--- src/rtl/dmem_arbiter.sv ---
// ---------------------------------------------------------------------------
// dmem_arbiter
//
// Purpose:
//   Round-robin arbiter in front of the 32-bit single-port data RAM.
//   Master 0 is the CPU data port and master 1 is the DMA/debug loader.
//   At most one RAM access is issued per cycle. Every granted access is
//   tracked through an RD_LAT-deep response pipeline. When the access
//   leaves the pipeline, the owning master gets a one-cycle ack carrying
//   read data or an error flag.
//
// Parameters:
//   RD_LAT  cycles from address issue to valid ram_rdata (legal 1..4)
//   AW      RAM word-address width (RAM spans bytes 0 .. 4*2^AW-1)
//
// Ports:
//   clk, reset                  clock; synchronous active-high reset
//   mX_req/we/addr/wdata        master X request, direction, byte address,
//                               write data (X = 0, 1); req held until gnt
//   mX_gnt                      access issued this cycle (combinational)
//   mX_ack/rdata/err            one-cycle response, read data, address error
//   ram_addr/we/wdata           RAM word address, write enable, write data
//   ram_rdata                   RAM registered read data
// ---------------------------------------------------------------------------
module dmem_arbiter #(
  parameter int RD_LAT = 2,
  parameter int AW     = 5
) (
  input  logic          clk,
  input  logic          reset,

  input  logic          m0_req,
  input  logic          m0_we,
  input  logic [31:0]   m0_addr,
  input  logic [31:0]   m0_wdata,
  output logic          m0_gnt,
  output logic          m0_ack,
  output logic [31:0]   m0_rdata,
  output logic          m0_err,

  input  logic          m1_req,
  input  logic          m1_we,
  input  logic [31:0]   m1_addr,
  input  logic [31:0]   m1_wdata,
  output logic          m1_gnt,
  output logic          m1_ack,
  output logic [31:0]   m1_rdata,
  output logic          m1_err,

  output logic [AW-1:0] ram_addr,
  output logic          ram_we,
  output logic [31:0]   ram_wdata,
  input  logic [31:0]   ram_rdata
);

  // One in-flight access: which master owns it, and whether it was a
  // write or an address error. Writes and errors return zero data.
  typedef struct packed {
    logic valid;
    logic id;
    logic we;
    logic err;
  } rspEntry_t;

  // lastGnt_q = 1 means master 1 received the most recent grant.
  logic      lastGnt_q;
  logic      lastGnt_d;
  rspEntry_t rspPipe_q [RD_LAT];
  rspEntry_t rspNew_d;

  logic        gnt0;
  logic        gnt1;
  logic        anyGnt;
  logic [31:0] selAddr;
  logic [31:0] selWdata;
  logic        selWe;
  logic        addrErr;

  rspEntry_t   rspTail;
  logic        tailLive;
  logic [31:0] rspData;

  // Arbitration. On a tie, the master that did not win last time is
  // granted. Reset suppresses every grant, so nothing reaches the RAM
  // while the block is being cleared.
  always_comb begin
    gnt0 = 1'b0;
    gnt1 = 1'b0;
    if (!reset) begin
      if (m0_req && m1_req) begin
        gnt0 = lastGnt_q;
        gnt1 = ~lastGnt_q;
      end else begin
        gnt0 = m0_req;
        gnt1 = m1_req;
      end
    end
  end

  assign anyGnt = gnt0 | gnt1;
  assign m0_gnt = gnt0;
  assign m1_gnt = gnt1;

  // Request mux and address check. Without a grant, the mux defaults to
  // master 0. This is harmless because ram_we is held low in that case.
  always_comb begin
    selAddr  = gnt1 ? m1_addr  : m0_addr;
    selWdata = gnt1 ? m1_wdata : m0_wdata;
    selWe    = gnt1 ? m1_we    : m0_we;
    addrErr  = (|selAddr[31:AW+2]) | (|selAddr[1:0]);
  end

  // An erroneous access still uses its slot but must never write the RAM.
  assign ram_addr  = selAddr[AW+1:2];
  assign ram_wdata = selWdata;
  assign ram_we    = anyGnt & selWe & ~addrErr;

  // Next-state values: the pointer moves only when something is granted.
  // A pipeline entry is pushed every cycle, marked invalid when idle.
  always_comb begin
    lastGnt_d      = anyGnt ? gnt1 : lastGnt_q;
    rspNew_d       = '0;
    rspNew_d.valid = anyGnt;
    rspNew_d.id    = gnt1;
    rspNew_d.we    = selWe;
    rspNew_d.err   = addrErr;
  end

  // Response pipeline and round-robin pointer. The pipeline depth matches
  // the RAM read latency, so the tail entry lines up with the ram_rdata
  // belonging to it. Reset drops everything in flight.
  always_ff @(posedge clk) begin
    if (reset) begin
      lastGnt_q <= 1'b1;
      for (int i = 0; i < RD_LAT; i++) begin
        rspPipe_q[i] <= '0;
      end
    end else begin
      lastGnt_q    <= lastGnt_d;
      rspPipe_q[0] <= rspNew_d;
      for (int i = 1; i < RD_LAT; i++) begin
        rspPipe_q[i] <= rspPipe_q[i-1];
      end
    end
  end

  // Response steering. The tail is also gated by reset, so stale entries
  // cannot produce an ack during the reset cycle itself.
  always_comb begin
    rspTail  = rspPipe_q[RD_LAT-1];
    tailLive = rspTail.valid & ~reset;
    rspData  = (rspTail.we | rspTail.err) ? 32'd0 : ram_rdata;

    m0_ack   = tailLive & ~rspTail.id;
    m0_err   = tailLive & ~rspTail.id & rspTail.err;
    m0_rdata = (tailLive & ~rspTail.id) ? rspData : 32'd0;

    m1_ack   = tailLive & rspTail.id;
    m1_err   = tailLive & rspTail.id & rspTail.err;
    m1_rdata = (tailLive & rspTail.id) ? rspData : 32'd0;
  end

endmodule
--- config.mk ---
export PLATFORM = sky130hd
export DESIGN_NAME = dmem_arbiter
export DESIGN_NICKNAME = d
export VERILOG_FILES = /design/src/rtl/dmem_arbiter.sv
export SDC_FILE = /design/constraint.sdc
export NUM_CORES = 1
export LEC_CHECK = 0
export BUFFER_PORTS_ARGS = -buffer_cell sky130_fd_sc_hd__buf_2
export CAP_MARGIN = 5
export CORE_AREA = 2 2 105 107
export DETAILED_ROUTE_END_ITERATION = 16
export DIE_AREA = 0 0 107 109
export PLACE_DENSITY = 0.48
export SLEW_MARGIN = 20
export SYNTH_ARGS = -nofsm -noshare
export SYNTH_HDL_FRONTEND = slang
export SYNTH_SLANG_ARGS = --single-unit
--- constraint.sdc ---
create_clock -name clk -period 1.8 [get_ports clk]
set_input_delay 0.27 -clock clk [delete_from_list [all_inputs] [get_ports clk]]
set_output_delay 0.27 -clock clk [all_outputs]
set_load 0.005 [all_outputs]
==> run metrics, run 1 <==
status finished, final reports clean; min-delay src reset; die span in x 107 microns; syn_area_per_cell between 5 and 6 sq um; CTS tree done; Synth Warn # 0; critical path capture point type output pin; vias in the first global route between 2000 and 2500; Arr. time, crit path between 1000 and 1500 ps; DRT iter0 DRCs 126; Die Height between 100 and 150 microns; pwr/cell area 303 mW/mm^2; pin count of the biggest net entering global routing 65; Cell Area, Synth approximately 0.0014 sq mm; PortBufs 273; syn nets 416; worst min-delay path class input pin to register; Crit path largest cell delay approximately 260 ps; Core Box Area roughly 0.011 sq mm; Placement Setup Slack -167 ps; I/O pin count 274; clock transition at the registers of the reported paths roughly 40 ps; Worst Clk Skew between 5 and 6 ps; CTS max path bufs 2; crit path max-delay cell type nor4_2; Final Wtd Congestion 0.773; Async SR Flop Fraction 0%; Detailed Place HPWL 7030 microns; routed wire length 8120 microns; Max Transition Viols Final 0; Hold Vio Cnt, Final 0; Seq/Total Area, Yosys roughly 13%; Filler cells 1193; actual slew at the worst max-slew pin just over 300 ps; flops & latches, synth 9; drt via density 4.07; Post-DRT Antenna Nets 0; Rows 38; worst path cell trace buf_2, nor4_2, nand4_1, nor4_2, buf_4, a2bb2oi_2, buf_2; most common cell in the netlist nand2_1; fin crit share 96.8%; Worst Hold Path EP rspPipe_q[0][6]$_SDFF_PP0_; TritonCTS Buffers 3; Total GRT Usage 12.1%; crit path launch type input pin; Crit Path Class input pin to output pin; Sinks on Clock Net 9; root buf cell clkbuf_8; minimum clock period 1740 ps; drt wl/cell 12.3 microns; post-synth cell types 27; leakage roughly 2.2 nW; most common library cells after synthesis nand2_1 (116), and3_1 (64), clkbuf_1 (14), dfxtp_1 (9), nor4_1 (8); via count 2679; multi-input logic area 0.00122 sq mm; worst hold path cell count 2; Post-Route Hold Slack ~290 ps; die area 0.0117 sq mm; Max-Cap Viols 0; nets@finish 686; initial cell density of the core 13.5%; CTS H-Tree Depth 1; GRT overflow 0; Worst R2R Start lastGnt_q$_SDFFE_PP1N_; peak fanout along the critical path 2; worst-skew pair later-pin latency 230 ps; post-route DRC violation count 0; fmax 574 MHz; Max-slew headroom about four fifths; EDFF count, synth 0; diodes inserted 0; Peak VDD IR 0.237 mV; synthesized netlist cell count 250; ys flop type dfxtp_1; post-synth top area cell nand2_1; antenna violations before repair 0; drt first pass iters 4; R2R Setup Slk ~690 ps; synthesis-to-finish area growth 121%; RSZ-0062 raised after global routing true; setup ws final 58.1 ps; share of the synthesized area in the top cell type a little over 30%; FF/Latch Area about 180 sq um; top post-synthesis cells by area nand2_1 (30%), and3_1 (28%), dfxtp_1 (13%), nor4_2 (4.4%), clkbuf_1 (3.7%); first-pass GRT wire length between 10000 and 15000 microns; WP data required approximately 1500 ps; Worst R2R End rspPipe_q[0][0]$_SDFF_PP0_; setup violators final 0; layout cells sized above 1 between 50% and 60%; FF-to-FF path depth 6
## critical path, delay by kind of cell
kind	cells	cell delay [ps]
and+or+nand+nor	3	650
AOI/OAI and AO/OA	1	140
buffers and inverters	3	400
## placed cells by master (no fill, tap or decap), types with 2 or more instances in the layout
cell type  Yosys  layout
buf_2          6     269
nand2_1      116     115
and3_1        64      64
buf_4          2      10
dfxtp_1        9       8
nor4_2         5       6
nor2b_1        5       5
nor4_4         1       5
buf_6          0       5
nor4_1         8       3
clkbuf_8       0       3
buf_12         0       3
nand4_1        2       2
or3_1          2       2
and2_1         2       2
## what timing repair did
action	CTS	global route
hold buffers	0	0
resized for setup	8	11
setup buffers	0	2
endpoints found under the setup margin	1	26
pin swaps	6	3
hold endpoints to repair	0	0
## power by group
part,leakage (nW),switching (mW),total (mW),internal [mW]
Combinational,2.09,0.237,0.511,0.274
Clock,0.0255,0.0777,0.228,0.151
Sequential,0.0744,0.00550,0.218,0.212
Total,2.19,0.320,0.957,0.637
## how the worst max path moves through the flow
stage	depth (start not counted)	endpoint	start	slack, ps
global route	7	ram_we	m1_addr[20]	-20
CTS	7	ram_we	m1_addr[20]	-4
finish	7	ram_we	m1_addr[7]	60
global placement	7	ram_we	m1_addr[13]	-140
floorplan	4	ram_we	m0_addr[13]	390
detailed placement	7	ram_we	m1_addr[13]	-170
## per-stage QoR
| step | util (%) | instance area (sq um) | setup TNS (ps) | cells | power [mW] |
|---|---|---|---|---|---|
| after floorplan | - | 1430 | 0 | 250 | 0.391 |
| after global placement | 28.2 | 2990 | -139 | 653 | 0.703 |
| after detailed placement | 28.2 | 2990 | -167 | 653 | 0.709 |
| after CTS | 29.1 | 3090 | -3.66 | 657 | 0.955 |
| after global routing | 29.8 | 3160 | -16.3 | 659 | 1.03 |
| final | 29.8 | 3160 | 0 | 659 | 0.957 |
## routing by layer
layer	wire, microns	GRT usage [%]	share of wire (%)
met5	0	0	0
met4	70	0.742	0.86
met3	788	3.47	9.7
met2	4530	26.4	56
met1	2730	11.3	34
## flip-flops by register name, indices dropped and copies added (netlist names)
| name | count |
|---|---|
| rspPipe_q | 8 |
| lastGnt_q | 1 |
## final cells by class
class                      instances  share of cell area (%)
timing repair buffer             287                    48.6
multi-input combinational        217                    38.4
sequential                         9                    5.73
tap                              140                    5.54
clock buffer                       3                    1.30
inverter                           2                   0.237
clock inverter                     1                   0.158
## cell families (layout without fill, tap and decap cells)
kind of cell,count (synthesis),in the layout,synth area share (%)
and+or+nand+nor,214,214,78.3
AOI/OAI and AO/OA,3,3,1.75
DFF,9,9,12.6
buffers and inverters,24,293,7.35
Power figures use the tool's default switching activity.
==> run 2, diff against run 1 <==
==> constraint.sdc (replaced) <==
create_clock -name clk -period 1.8 [get_ports clk]
set_input_delay 0.27 -clock clk [delete_from_list [all_inputs] [get_ports clk]]
set_output_delay 0.27 -clock clk [all_outputs]
set_load 0.1 [all_outputs]
==> run 2 against run 1 <==
Compared with the run above: the run now ends with setup timing left; global-route usage increased by 2.0 points; clock power about the same; via count grew 4.1%; sequential share of layout area fell by 2.1 points; final cell count rose by 0.76%; sequential power is essentially flat; clock skew decreased by 1.8 ps; maximum frequency decreased by 6.0%; register-to-register slack got worse by 120 ps; routed wire length rose by 11%; critical path depth decreased by 1; combinational power grew to 3.0 times the previous value; critical endpoint unchanged.
==> run metrics, run 2 (synthesis gave the netlist of run 1 again) <==
status complete, but fails checks; failing checks setup timing; drt via density 4.20; CTS tree done; Core Box Area approximately 0.011 sq mm; crit path max-delay cell type dfxtp_4; Max-Cap Viols 0; Arr. time, crit path 1580 ps; WP data required 1530 ps; Worst Clk Skew 3.66 ps; DRT iter0 DRCs 57; Worst R2R Start lastGnt_q$_SDFFE_PP1N_; Worst Hold Path EP rspPipe_q[0][1]$_SDFF_PP0_; Crit path largest cell delay 360 ps; crit path launch type register; synthesis-to-finish area growth 254%; Max-slew headroom 77.8%; leakage 2.57 nW; CP delay by family, top simple AND/OR/NAND/NOR gates; Post-Route Hold Slack between 200 and 300 ps; pin count of the biggest net entering global routing 65; clock transition at the registers of the reported paths 50 ps; initial cell density of the core 13.5%; critical path capture point type output pin; drt wl/cell 13.6 microns; antenna violations before repair 2; worst hold path cell count 3; first-pass GRT wire length 13300 microns; most flop-heavy register rspPipe_q; FF-to-FF path depth 6; PortBufs 273; pwr/cell area 392 mW/mm^2; most frequent cells in the layout buf_2 (162), buf_12 (113), nand2_1 (86), and3_2 (44), nand2_2 (29); layout cells sized above 1 77.2%; Post-DRT Antenna Nets 0; most common cell after layout, fill and taps aside buf_2; Sinks on Clock Net 9; minimum clock period 1850 ps; actual slew at the worst max-slew pin 330 ps; Final Wtd Congestion 0.825; max reg flops 8; CTS max path bufs 2; die span in x 107 microns; Hold Vio Cnt, Final 0; setup violators final 7; min-delay src m0_we; TritonCTS Buffers 3; GRT overflow 0; nets@finish slightly below 700; Crit Path Class register to output pin; hold buffers post-CTS 0; fin crit share 103%; Max Transition Viols Final 0; R2R Setup Slk 570 ps; routed wire length approximately 9000 microns; Peak VDD IR 0.294 mV; Total GRT Usage 14.1%; fmax between 500 and 600 MHz; WP buf/inv 2; post-route DRC violation count 0; worst-skew pair later-pin latency roughly 230 ps; peak fanout along the critical path 4; root buf cell clkbuf_8; die area between 0.01 and 0.015 sq mm; vias in the first global route 2729; Die Height 109 microns; final core occ 47.8%; worst min-delay path class input pin to register; Detailed Place HPWL 7890 microns; I/O pin count 274; Largest regs rspPipe_q: 8 flops, lastGnt_q: 1 flops; via count about 2800; RSZ-0062 raised after global routing true; CTS H-Tree Depth 1; worst path cell trace nand2_4, nand3b_4, inv_4, nor4_4, a2bb2oi_4, buf_12; setup ws final -53.1 ps; drt first pass iters 4; Rows 38; Worst R2R End rspPipe_q[0][0]$_SDFF_PP0_
-- run 2: changes by cell type in the layout (fill, tap and decap cells not counted), moves of 16 or more --
cell	delta
buf_2	-107
and3_1	-60
and3_2	+44
buf_12	+110
nand2_1	-29
and3_4	+16
nand2_2	+28
-- run 2: worst max path at each step --
stage          slack (ps)              startpoint     end  cells past startpoint
6_report              -50  lastGnt_q$_SDFFE_PP1N_  ram_we                      6
3_3_place_gp         -130              m0_addr[7]  ram_we                      6
4_1_cts              -110              m0_addr[1]  ram_we                      6
3_5_place_dp         -180              m0_addr[7]  ram_we                      6
2_1_floorplan        -530                  m1_req  ram_we                      4
5_1_grt              -130  lastGnt_q$_SDFFE_PP1N_  ram_we                      6
-- run 2: power by group --
group | internal, mW | switching [mW] | leakage (nW) | total [mW]
Combinational | 0.582 | 0.956 | 2.47 | 1.54
Clock | 0.151 | 0.0802 | 0.0255 | 0.231
Sequential | 0.212 | 0.00557 | 0.0748 | 0.217
-- run 2: timing repair --
action,4_1_cts,5_1_grt
resized for setup,8,6
setup buffers,3,3
endpoints found under the setup margin,37,34
cloned,0,1
pin swaps,8,3
-- run 2: stage by stage --
step | instances | TNS, ps | cell area, sq um | setup WS, ps | total power [mW]
after global routing | 664 | -650 | 5060 | -130 | 2.06
after floorplan | 250 | -525 | 1690 | -525 | 1.08
after detailed placement | 651 | -177 | 4870 | -177 | 1.74
after CTS | 658 | -105 | 4980 | -105 | 1.99
after global placement | 651 | -134 | 4870 | -134 | 1.72
final | 664 | -106 | 5060 | -53.1 | 1.99
-- run 2: metal layers --
metal / part of all wire [%] / vias to the layer above / GRT usage (%)
met1: 34 / 1235 / 14.3
met4: 0.70 / 0 / 2.50
li1: - / 1384 / -
met3: 9.7 / 4 / 3.11
met5: 0 / - / 0
met2: 56 / 166 / 29.4
-- run 2: layout make-up --
type,count,area (sq um)
tap,140,175
timing repair buffer,290,3220
clock buffer,3,41.3
clock inverter,1,5.00
sequential,9,184
multi-input combinational,217,1430
antenna,2,5.00
fill,971,5540
inverter,2,10.0
-- run 2: worst register-to-register path: cells and delay by family (launching register included) --
kind | cells | cell delay (ps)
AND/OR/NAND/NOR | 4 | 500
flip-flops | 1 | 350
buffers and inverters | 2 | 260
==> run 3, diff against run 2 <==
--- a/config.mk
+++ b/config.mk
@@ -5,12 +5,13 @@
 export SDC_FILE = /design/constraint.sdc
 export NUM_CORES = 1
 export LEC_CHECK = 0
+export ABC_AREA = 1
 export BUFFER_PORTS_ARGS = -buffer_cell sky130_fd_sc_hd__buf_2
 export CAP_MARGIN = 5
 export CORE_AREA = 2 2 105 107
 export DETAILED_ROUTE_END_ITERATION = 16
 export DIE_AREA = 0 0 107 109
-export PLACE_DENSITY = 0.48
+export PLACE_DENSITY = 0.51
 export SLEW_MARGIN = 20
 export SYNTH_ARGS = -nofsm -noshare
 export SYNTH_HDL_FRONTEND = slang
==> run 3 against run 2 <==
Compared with the run above: the run now ends clean; sequential power hardly changed; via count is 12% higher; flip-flop and latch count stayed put; routed wire length is 12% higher; maximum frequency is 3.4% higher; clock power hardly changed; synthesized cell count is 36% higher; global-route usage is 0.87 points higher; combinational power is 15% higher.
==> run metrics, run 3 <==
Max Transition Viols Final 0; worst path cell trace inv_2, nor3_4, inv_4, buf_16, nor3_4, buf_12; Hold Vio Cnt, Final 0; via count roughly 3100; CTS H-Tree Depth 1; actual slew at the worst max-slew pin 498 ps; diodes inserted 0; die span in x between 100 and 150 microns; min-delay src m0_req; most common cell after layout, fill and taps aside buf_2; Clk pwr share a little over a tenth; Post-Synth Simple-Gate Area 65.6%; I/O pin count 274; Max-Cap Viols 0; Post-DRT Antenna Nets 0; Largest regs rspPipe_q: 8 flops, lastGnt_q: 1 flops; root buf cell clkbuf_8; critical path capture point type output pin; share of the synthesized area in the top cell type 30.5%; Reg power frac about a tenth; synthesized netlist cell count 341; Core Box Area 0.0106 sq mm; Final Wtd Congestion 0.812; largest family of logic cells by synthesized area simple AND/OR/NAND/NOR gates; CTS max path bufs 2; syn_area_per_cell 4.91 sq um; drt wl/cell 13.2 microns; first-pass GRT wire length 14100 microns; start point of the critical path rspPipe_q[0][6]$_SDFF_PP0_; minimum clock period 1790 ps; Worst Clk Skew 0.486 ps; Peak VDD IR between 0.2 and 0.3 mV; R2R Setup Slk 740 ps; RSZ-0062 raised after global routing true; routed wire length 10100 microns; Synth Area in XOR/XNOR 0%; total power 2.22 mW; Sinks on Clock Net 9; layout cells sized above 1 68.7%; Synth Warn # 0; most frequent cells in the layout buf_2 (166), buf_12 (111), nand2_1 (96), nor3_4 (66), inv_1 (46); Synth Area in Compound Gates 1.49%; TritonCTS Buffers 3; CP delay by family, top buffers and inverters; Post-Synth Adder-Cell Area 0%; Comb power frac 79.7%; Crit Path Class register to output pin; status finished, final reports clean; setup violators final 0; ys flop type dfxtp_1; flops & latches, synth 9; fmax 558 MHz; drt via density approximately 4; syn nets just over 500; Internal Power 0.993 mW; Total GRT Usage 15.0%; fin crit share 99.5%; post-route setup TNS 0 ps; multiplexer area fraction after synthesis 0%; GRT overflow 0; antenna violations before repair 0; PortBufs 273; Arr. time, crit path 1520 ps; post-route insts no fill 760; pwr/cell area between 300 and 400 mW/mm^2; drt first pass iters 6; Crit path largest cell delay 350 ps; post-synth cell types 19; max reg flops 8; most common library cells after synthesis nand2_1 (136), nor3_1 (61), inv_1 (49), nor2_1 (48); Async SR Flop Fraction 0%; Switching Share 55.2%; vias in the first global route 2956; Cell Area, Synth 0.00168 sq mm; leakage 2.89 nW; most common cell in the netlist nand2_1; placed inst area 0.00564 sq mm; Worst R2R Start lastGnt_q$_SDFFE_PP1N_; synthesis-to-finish area growth 259%; DRT iter0 DRCs 74; crit path launch type register; top post-synthesis cells by area nand2_1 (30%), nor3_1 (18%), inv_1 (11%), dfxtp_1 (11%), nor2_1 (11%); peak fanout along the critical path 11; Detailed Place HPWL 8240 microns; Die Height 109 microns; pin count of the biggest net entering global routing 39; most flop-heavy register rspPipe_q; nets@finish 787; WP buf/inv 4; CP most frequent cell nor3_4; crit path max-delay cell type dfxtp_2; post-route DRC violation count 0; EDFF count, synth 0; DP Cell Count 744; Post-Route Hold Slack 319 ps; clock transition at the registers of the reported paths 40 ps; Max-slew headroom between 60% and 70%; post-route cell area 0.00601 sq mm; Rows 38; worst min-delay path class input pin to register; Seq/Total Area, Yosys approximately 11%; post-synth top area cell nand2_1; worst-skew pair later-pin latency 230 ps; initial cell density of the core 15.8%; CTS tree done; WP data required 1530 ps; Psw about 1.2 mW; die area around 0.012 sq mm
[run 3: cell count changes after synthesis, sizes merged, moves of 5 or more]
cell    delta
clkbuf    -12
inv       +50
nor2b      -5
nor2      +48
buf       +12
nor3      +65
nand2     +21
nor4      -14
and3      -64
[run 3: per-stage QoR]
stage	utilization, %	worst slack (ps)
3_3_place_gp	53.2	199
4_1_cts	54.1	-34.0
5_1_grt	56.7	-69.5
2_1_floorplan	-	-924
3_5_place_dp	53.2	185
6_report	56.7	8.50
[run 3: per-layer routing]
layer | share of wire [%] | wire length, microns | track usage [%] | vias to the layer above
li1 | - | - | - | 1598
met3 | 7.3 | 733 | 2.81 | 6
met2 | 58 | 5790 | 30.2 | 156
met1 | 34 | 3470 | 16.3 | 1371
met5 | 0 | 0 | 0 | -
met4 | 0.68 | 68 | 2.60 | 0
[run 3: worst paths after layout]
| check | end | cells after the start |
|---|---|---|
| max reg2reg | rspPipe_q[0][0]$_SDFF_PP0_ | 9 |
| max | m1_rdata[12] | 6 |
| min reg2reg | rspPipe_q[0][6]$_SDFF_PP0_ | 2 |
| min | lastGnt_q$_SDFFE_PP1N_ | 2 |
[run 3: what timing repair did]
action	4_1_cts	5_1_grt
endpoints found under the setup margin	25	75
gates resized for setup	2	31
pin swaps	0	15
cloned	1	6
endpoints found under the hold margin	0	0
hold buffers	0	0
setup buffers	2	3
[run 3: worst reg2reg max path, cell delays in order, from the launching register on]
cell and delay (ps):
dfxtp_2 330, nand2_4 90, inv_4 40, nor2_4 180, nor2_1 60, nand2_1 90
inv_1 40, nand2_1 50, nand2_1 40, nor2_1 70
[run 3: kinds of logic (layout without fill, tap and decap cells)]
family / after synthesis / in the layout
buf+inv: 74 / 353
flops: 9 / 9
simple gates: 254 / 254
compound gates: 4 / 4
[run 3: final cells by class]
type                    instances  area (sq um)
clock buffers                   4          45.0
fillers                       927          4590
inverters                      52           210
multi-input cells             258          1990
flip-flops and latches          9           184
well taps                     140           175
repair buffers                297          3400
[run 3: power by group through the flow]
stage                     Combinational (mW)  Clock, mW  Sequential, mW
after floorplan                         1.05          0           0.219
after global placement                  1.69          0           0.220
after detailed placement                1.71          0           0.220
after CTS                               1.71      0.234           0.217
after global routing                    1.84      0.243           0.221
final                                   1.77      0.231           0.219
